==> src/rtl/twowire_pkg.sv <==
// twowire_pkg: shared state encoding and constants for the Two-Wire Debug APB splitter
package twowire_pkg;
  typedef enum logic [1:0] {S_IDLE, S_SETUP, S_ACCESS, S_RESP} state_t;
  localparam int W_DATA = 32;
  localparam int TIMEOUT_CYCLES_DFLT = 255;
endpackage

==> src/rtl/twowire_apb_splitter_decode.sv <==
// twowire_apb_splitter_decode: port index extraction, range/present check, one-hot select
module twowire_apb_splitter_decode #(
  parameter int W_ADDR = 16,
  parameter int N_PORTS = 4,
  parameter int W_SEL = 2
) (
  input  logic [W_ADDR-1:0]       i_paddr,
  input  logic [N_PORTS-1:0]      i_present,
  output logic [W_SEL-1:0]        o_idx,
  output logic [W_ADDR-W_SEL-1:0] o_off,
  output logic                    o_hit,
  output logic [N_PORTS-1:0]      o_hot
);
  logic [2**W_SEL-1:0] w_pres;
  genvar g;
  assign o_idx = i_paddr[W_ADDR-1 -: W_SEL];
  assign o_off = i_paddr[W_ADDR-W_SEL-1:0];
  // indices past N_PORTS read as absent, folding the range check into the present lookup
  for (g = 0; g < 2**W_SEL; g++) begin : g_pres
    if (g < N_PORTS) begin : g_in
      assign w_pres[g] = i_present[g];
    end else begin : g_out
      assign w_pres[g] = 1'b0;
    end
  end
  assign o_hit = w_pres[o_idx];
  for (g = 0; g < N_PORTS; g++) begin : g_hot
    assign o_hot[g] = o_hit && (o_idx == W_SEL'(g));
  end
endmodule

==> src/rtl/twowire_apb_splitter.sv <==
// twowire_apb_splitter: registered APB3 1-to-N fan-out behind the Two-Wire Debug DTM.
// Define TWOWIRE_APB_SPLITTER_TIMEOUT_EN to abort targets that never assert pready.
module twowire_apb_splitter
  import twowire_pkg::*;
#(
  parameter int W_ADDR = 16,
  parameter int N_PORTS = 4,
  parameter int W_SEL = 2,
  parameter int TIMEOUT_CYCLES = TIMEOUT_CYCLES_DFLT
) (
  input  logic                      dck,
  input  logic                      drst,
  input  logic [W_ADDR-1:0]         src_paddr,
  input  logic                      src_psel,
  input  logic                      src_penable,
  input  logic                      src_pwrite,
  input  logic [W_DATA-1:0]         src_pwdata,
  output logic                      src_pready,
  output logic                      src_pslverr,
  output logic [W_DATA-1:0]         src_prdata,
  input  logic [N_PORTS-1:0]        port_present,
  output logic [W_ADDR-W_SEL-1:0]   dst_paddr,
  output logic [N_PORTS-1:0]        dst_psel,
  output logic                      dst_penable,
  output logic                      dst_pwrite,
  output logic [W_DATA-1:0]         dst_pwdata,
  input  logic [N_PORTS-1:0]        dst_pready,
  input  logic [N_PORTS-1:0]        dst_pslverr,
  input  logic [W_DATA*N_PORTS-1:0] dst_prdata
);
  state_t                  r_state;
  logic [N_PORTS-1:0]      r_hot;
  logic [W_SEL-1:0]        w_idx;
  logic [W_ADDR-W_SEL-1:0] w_off;
  logic                    w_hit;
  logic [N_PORTS-1:0]      w_hot;
  logic                    w_rdy;
  logic                    w_err;
  logic                    w_tmo;
  logic [W_DATA-1:0]       w_rdata;
  twowire_apb_splitter_decode #(.W_ADDR(W_ADDR), .N_PORTS(N_PORTS), .W_SEL(W_SEL)) u_decode (
    .i_paddr(src_paddr), .i_present(port_present),
    .o_idx(w_idx), .o_off(w_off), .o_hit(w_hit), .o_hot(w_hot)
  );
  // r_hot keeps the selected port even after a timeout drops dst_psel
  always_comb begin
    w_rdy = |(dst_pready & r_hot);
    w_err = |(dst_pslverr & r_hot);
    w_rdata = '0;
    for (int i = 0; i < N_PORTS; i++) w_rdata = w_rdata | (r_hot[i] ? dst_prdata[W_DATA*i +: W_DATA] : '0);
  end
`ifdef TWOWIRE_APB_SPLITTER_TIMEOUT_EN
  logic [15:0] r_cnt;
  assign w_tmo = (r_cnt + 16'd1) == 16'(TIMEOUT_CYCLES);
  always_ff @(posedge dck) begin
    if (drst || r_state != S_ACCESS) r_cnt <= '0;
    else if (!w_rdy) r_cnt <= r_cnt + 16'd1;
  end
`else
  // TIMEOUT_CYCLES is 1..65535, so this is never set: S_ACCESS waits for pready
  assign w_tmo = TIMEOUT_CYCLES == 0;
`endif
  always_ff @(posedge dck) begin
    if (drst) begin
      r_state <= S_IDLE;
      r_hot <= '0;
      src_pready <= 1'b0;
      src_pslverr <= 1'b0;
      src_prdata <= '0;
      dst_paddr <= '0;
      dst_psel <= '0;
      dst_penable <= 1'b0;
      dst_pwrite <= 1'b0;
      dst_pwdata <= '0;
    end else begin
      case (r_state)
        S_IDLE: if (src_psel && !src_penable) begin
          r_hot <= w_hot;
          dst_paddr <= w_off;
          dst_pwrite <= src_pwrite;
          dst_pwdata <= src_pwdata;
          r_state <= w_hit ? S_SETUP : S_RESP;
          dst_psel <= w_hot;
          src_pready <= !w_hit;
          src_pslverr <= !w_hit;
          if (!w_hit) src_prdata <= '0;
        end
        S_SETUP: begin
          r_state <= S_ACCESS;
          dst_penable <= 1'b1;
        end
        S_ACCESS: if (w_rdy || w_tmo) begin
          r_state <= S_RESP;
          dst_psel <= '0;
          dst_penable <= 1'b0;
          src_pready <= 1'b1;
          src_pslverr <= w_rdy ? w_err : 1'b1;
          src_prdata <= (w_rdy && !dst_pwrite) ? w_rdata : '0;
        end
        default: begin
          r_state <= S_IDLE;
          src_pready <= 1'b0;
          src_pslverr <= 1'b0;
        end
      endcase
    end
  end
endmodule

==> config.mk <==
export PLATFORM = sky130hd
export DESIGN_NAME = twowire_apb_splitter
export DESIGN_NICKNAME = d
export VERILOG_FILES = /design/src/rtl/twowire_pkg.sv /design/src/rtl/twowire_apb_splitter_decode.sv /design/src/rtl/twowire_apb_splitter.sv
export SDC_FILE = /design/constraint.sdc
export NUM_CORES = 1
export LEC_CHECK = 0
export BUFFER_PORTS_ARGS = -buffer_cell sky130_fd_sc_hd__buf_2
export CORE_MARGIN = 8
export CORE_UTILIZATION = 42
export DETAILED_ROUTE_END_ITERATION = 12
export MAX_ROUTING_LAYER = met4
export PLACE_DENSITY = 0.87
export SLEW_MARGIN = 15
export SYNTH_ARGS = -nofsm -noshare
export SYNTH_HDL_FRONTEND = slang
export SYNTH_SLANG_ARGS = --single-unit
==> constraint.sdc <==
create_clock -name dck -period 2.4 [get_ports dck]
set_clock_uncertainty 0.2 [all_clocks]
set_input_delay 0.48 -clock dck [delete_from_list [all_inputs] [get_ports dck]]
set_output_delay 0.48 -clock dck [all_outputs]
set_load 0.02 [all_outputs]
==> impl_results.md <==
* Status: finished clean
* Placer congestion estimate at ~0.9
* Largest delay share family, worst path: flip-flops
* Critical path launch point: r_state[0]
* Initial antenna violation count at 4
* Max Clock Freq at 497.8 MHz
* Pwr/cell area at 704.0 nW/um^2
* Top cells by area, synth: dfxtp_1, a22oi_1, a21oi_1
* #FFs+latches synth at 92
* Leakage at 2.755 nW
* Final count of negative-setup-slack endpoints at 0
* Total global routing overflow at 0
* Clk Tree Root Cell: clkbuf_8
* Most common cell after layout, fill and taps aside: buf_2
* DR top layer: met4
* CP peak stage delay at around 0.35 ns
* Post-synth EDFFs at 0
* Worst reg2reg startpoint: r_state[0]
* Met2 routed WL at 7.867 mm
* Worst slew margin at 65.28%
* WL/cell at roughly 17 um
* Die area at 13700 um^2
* Starting Density at 42.29%
* Clk sinks at ~90
* Synthesized area per cell at between 8 and 9 um^2
* Register area share after synthesis at 42.95%
* DRC Markers at 0
* Unique masters post-synth at 34
* Clock latency on the worst-skew pair at about 0.36 ns
* CP arrival at between 2 and 2.5 ns
* Met3 WL at 1.400 mm
* Design area at 6006 um^2
* TritonRoute pass-1 iters at 5
* Largest net degree at the start of global routing at 84
* Total I/O pin count at roughly 280
* Vias in the first global route at 4498
* Ys Warns at 0
* CP required at 2.44 ns
* Most frequent cells in the layout: buf_2, nand2_1, dfxtp_1, a21oi_1, a22oi_1
* CORE AREA at roughly 10000 um^2
* TritonCTS Buffers at 9
* Syn Std Cell Area at around 4300 um^2
* Post-CTS setup repair buffer count at 0
* Crit end category: flip-flop
* Final Hold Viols at 0
* Reg clk slew, reported paths at ~0.1 ns
* Final Slew Violations at 0
* Clk buf depth at 2
* Vias per inst at 5.103
* Net Count, Synth at between 700 and 800
* Port Buffer Count at 278
* Max-Cap Viols at 0
* Global-route wire length before repair at between 20 and 25 mm
* Die Width at between 100 and 150 um
* Routed WL at 15.39 mm
* DP HPWL at 11.87 mm
* Unrepaired setup endpoints after global routing: false
* DP Area at 5794 um^2
* Cell taking the most area after synthesis: dfxtp_1
* Setup TNS at 0 ns
* Final Cycle Share at a little over four fifths
* Slowest-stage cell, CP: dfxtp_1
* Via count at ~4700
* Post-Synthesis Cells at 511
* Crit path kind: reg -> reg
* TritonCTS clock tree: done
* CP cell instances: inv_1 -> ha_1 -> nor2_1 -> a31oi_1 -> nand2_2 -> buf_12 -> mux2_2
* Post-CTS Hold Buffers at 0
* Total Routing Usage GR at 21.90%
* WP buf/inv at 2
* Async set or reset register ratio after synthesis at 0%
* Antenna-violating nets left at 0
* PostCTS Resize Cnt at 0
* Proportion of netlist area held by the largest area contributor at 42.95%
* Worst Setup Start Kind: flip-flop
* Core Rows at 37
* Slew @ Worst Pin at 0.5208 ns
* Worst hold path type: in -> reg
* # H-tree levels at 3
* Synth Flop Type: dfxtp_1
* Filler cells at 963
* Hold Crit Start: src_paddr[3]
* Area Growth Syn to Fin at 40.06%
* Metal-1 WL at 5.764 mm
* Die H at 117.0 um
* Period minus WS final at 2.009 ns
* VDD IR-drop max at 0.4442 mV
* Crit Path Max Fanout at 32
* Proportion of layout cells with a drive suffix above 1 at 43.97%
* Layout Nets at 963
* Drt initial violations at 328
-- per-stage QoR --
step | setup slack, ns | power, mW | util [%] | hold slack [ns] | std cells
after floorplan | 0.4459 | 2.753 | - | 0.2846 | 511
after CTS | 0.3897 | 4.297 | 59.11 | 0.1268 | 907
after global routing | 0.2694 | 4.494 | 59.21 | 0.1285 | 911
after global placement | 0.2342 | 3.194 | 57.15 | 0.2378 | 891
after detailed placement | 0.1948 | 3.227 | 57.15 | 0.2430 | 891
final | 0.3911 | 4.228 | 59.24 | 0.1498 | 912
-- Yosys cell counts, drive strengths merged, types with 2 or more instances --
master	n
ha	4
nand2	107
nor3	3
dfxtp	92
nand2b	2
o21ai	2
a21oi	86
a22oi	68
nor2b	33
a22o	2
o211ai	2
nor2	11
and2	2
mux2	32
inv	4
buf	13
clkbuf	31
nand3	3
mux2i	3
-- worst paths after layout --
| kind | to | slack (ns) | cells after the start |
|---|---|---|---|
| worst min register to register | dst_pwdata[14] | 0.25 | 2 |
| worst max-delay path | src_prdata[31] | 0.39 | 7 |
| worst max register to register | src_prdata[31] | 0.39 | 7 |
| worst min-delay path | dst_paddr[3] | 0.15 | 3 |
-- cells by family after synthesis --
kind of cell               count (synthesis)  share of synthesized area [%]
AOI/OAI and AO/OA                        168                          24.54
adders and majority gates                  4                          1.167
buffers and inverters                     48                          4.873
muxes                                     36                          9.630
DFF                                       92                          42.95
and+or+nand+nor                          163                          16.84
-- worst register-to-register path: stages, from the launching register on --
cell	delay [ns]
dfxtp_1	0.35
inv_1	0.09
ha_1	0.33
nor2_1	0.09
a31oi_1	0.25
nand2_2	0.10
buf_12	0.19
mux2_2	0.31
-- metal layers --
metal	vias to the layer above	track usage [%]
met2	190	37.76
met5	-	-
met4	0	10.58
li1	2310	-
met1	2133	22.93
met3	21	5.747
-- registers in the layout, summed over array words and instances, names as in the netlist, 2 cells and up --
signal / flops
dst_pwdata: 32
src_prdata: 32
dst_paddr: 14
dst_psel: 4
r_hot: 4
r_state: 2
-- power by group --
group          leakage (nW)  internal, mW  switching (mW)
registers             0.746          1.65          0.0652
logic                  1.92         0.610           0.848
clock network        0.0935         0.492           0.561
total                  2.76          2.75            1.47
-- layout make-up --
class	count	area, um^2	area share (%)
inverter	4	15.01	0.2500
multi-input combinational	371	2238	37.27
clock buffer	10	127.6	2.125
sequential	92	1842	30.67
clock inverter	6	71.32	1.187
tap	136	170.2	2.833
antenna	5	12.51	0.2083
timing repair buffer	288	1529	25.46
(Power assumes the default switching activity.)
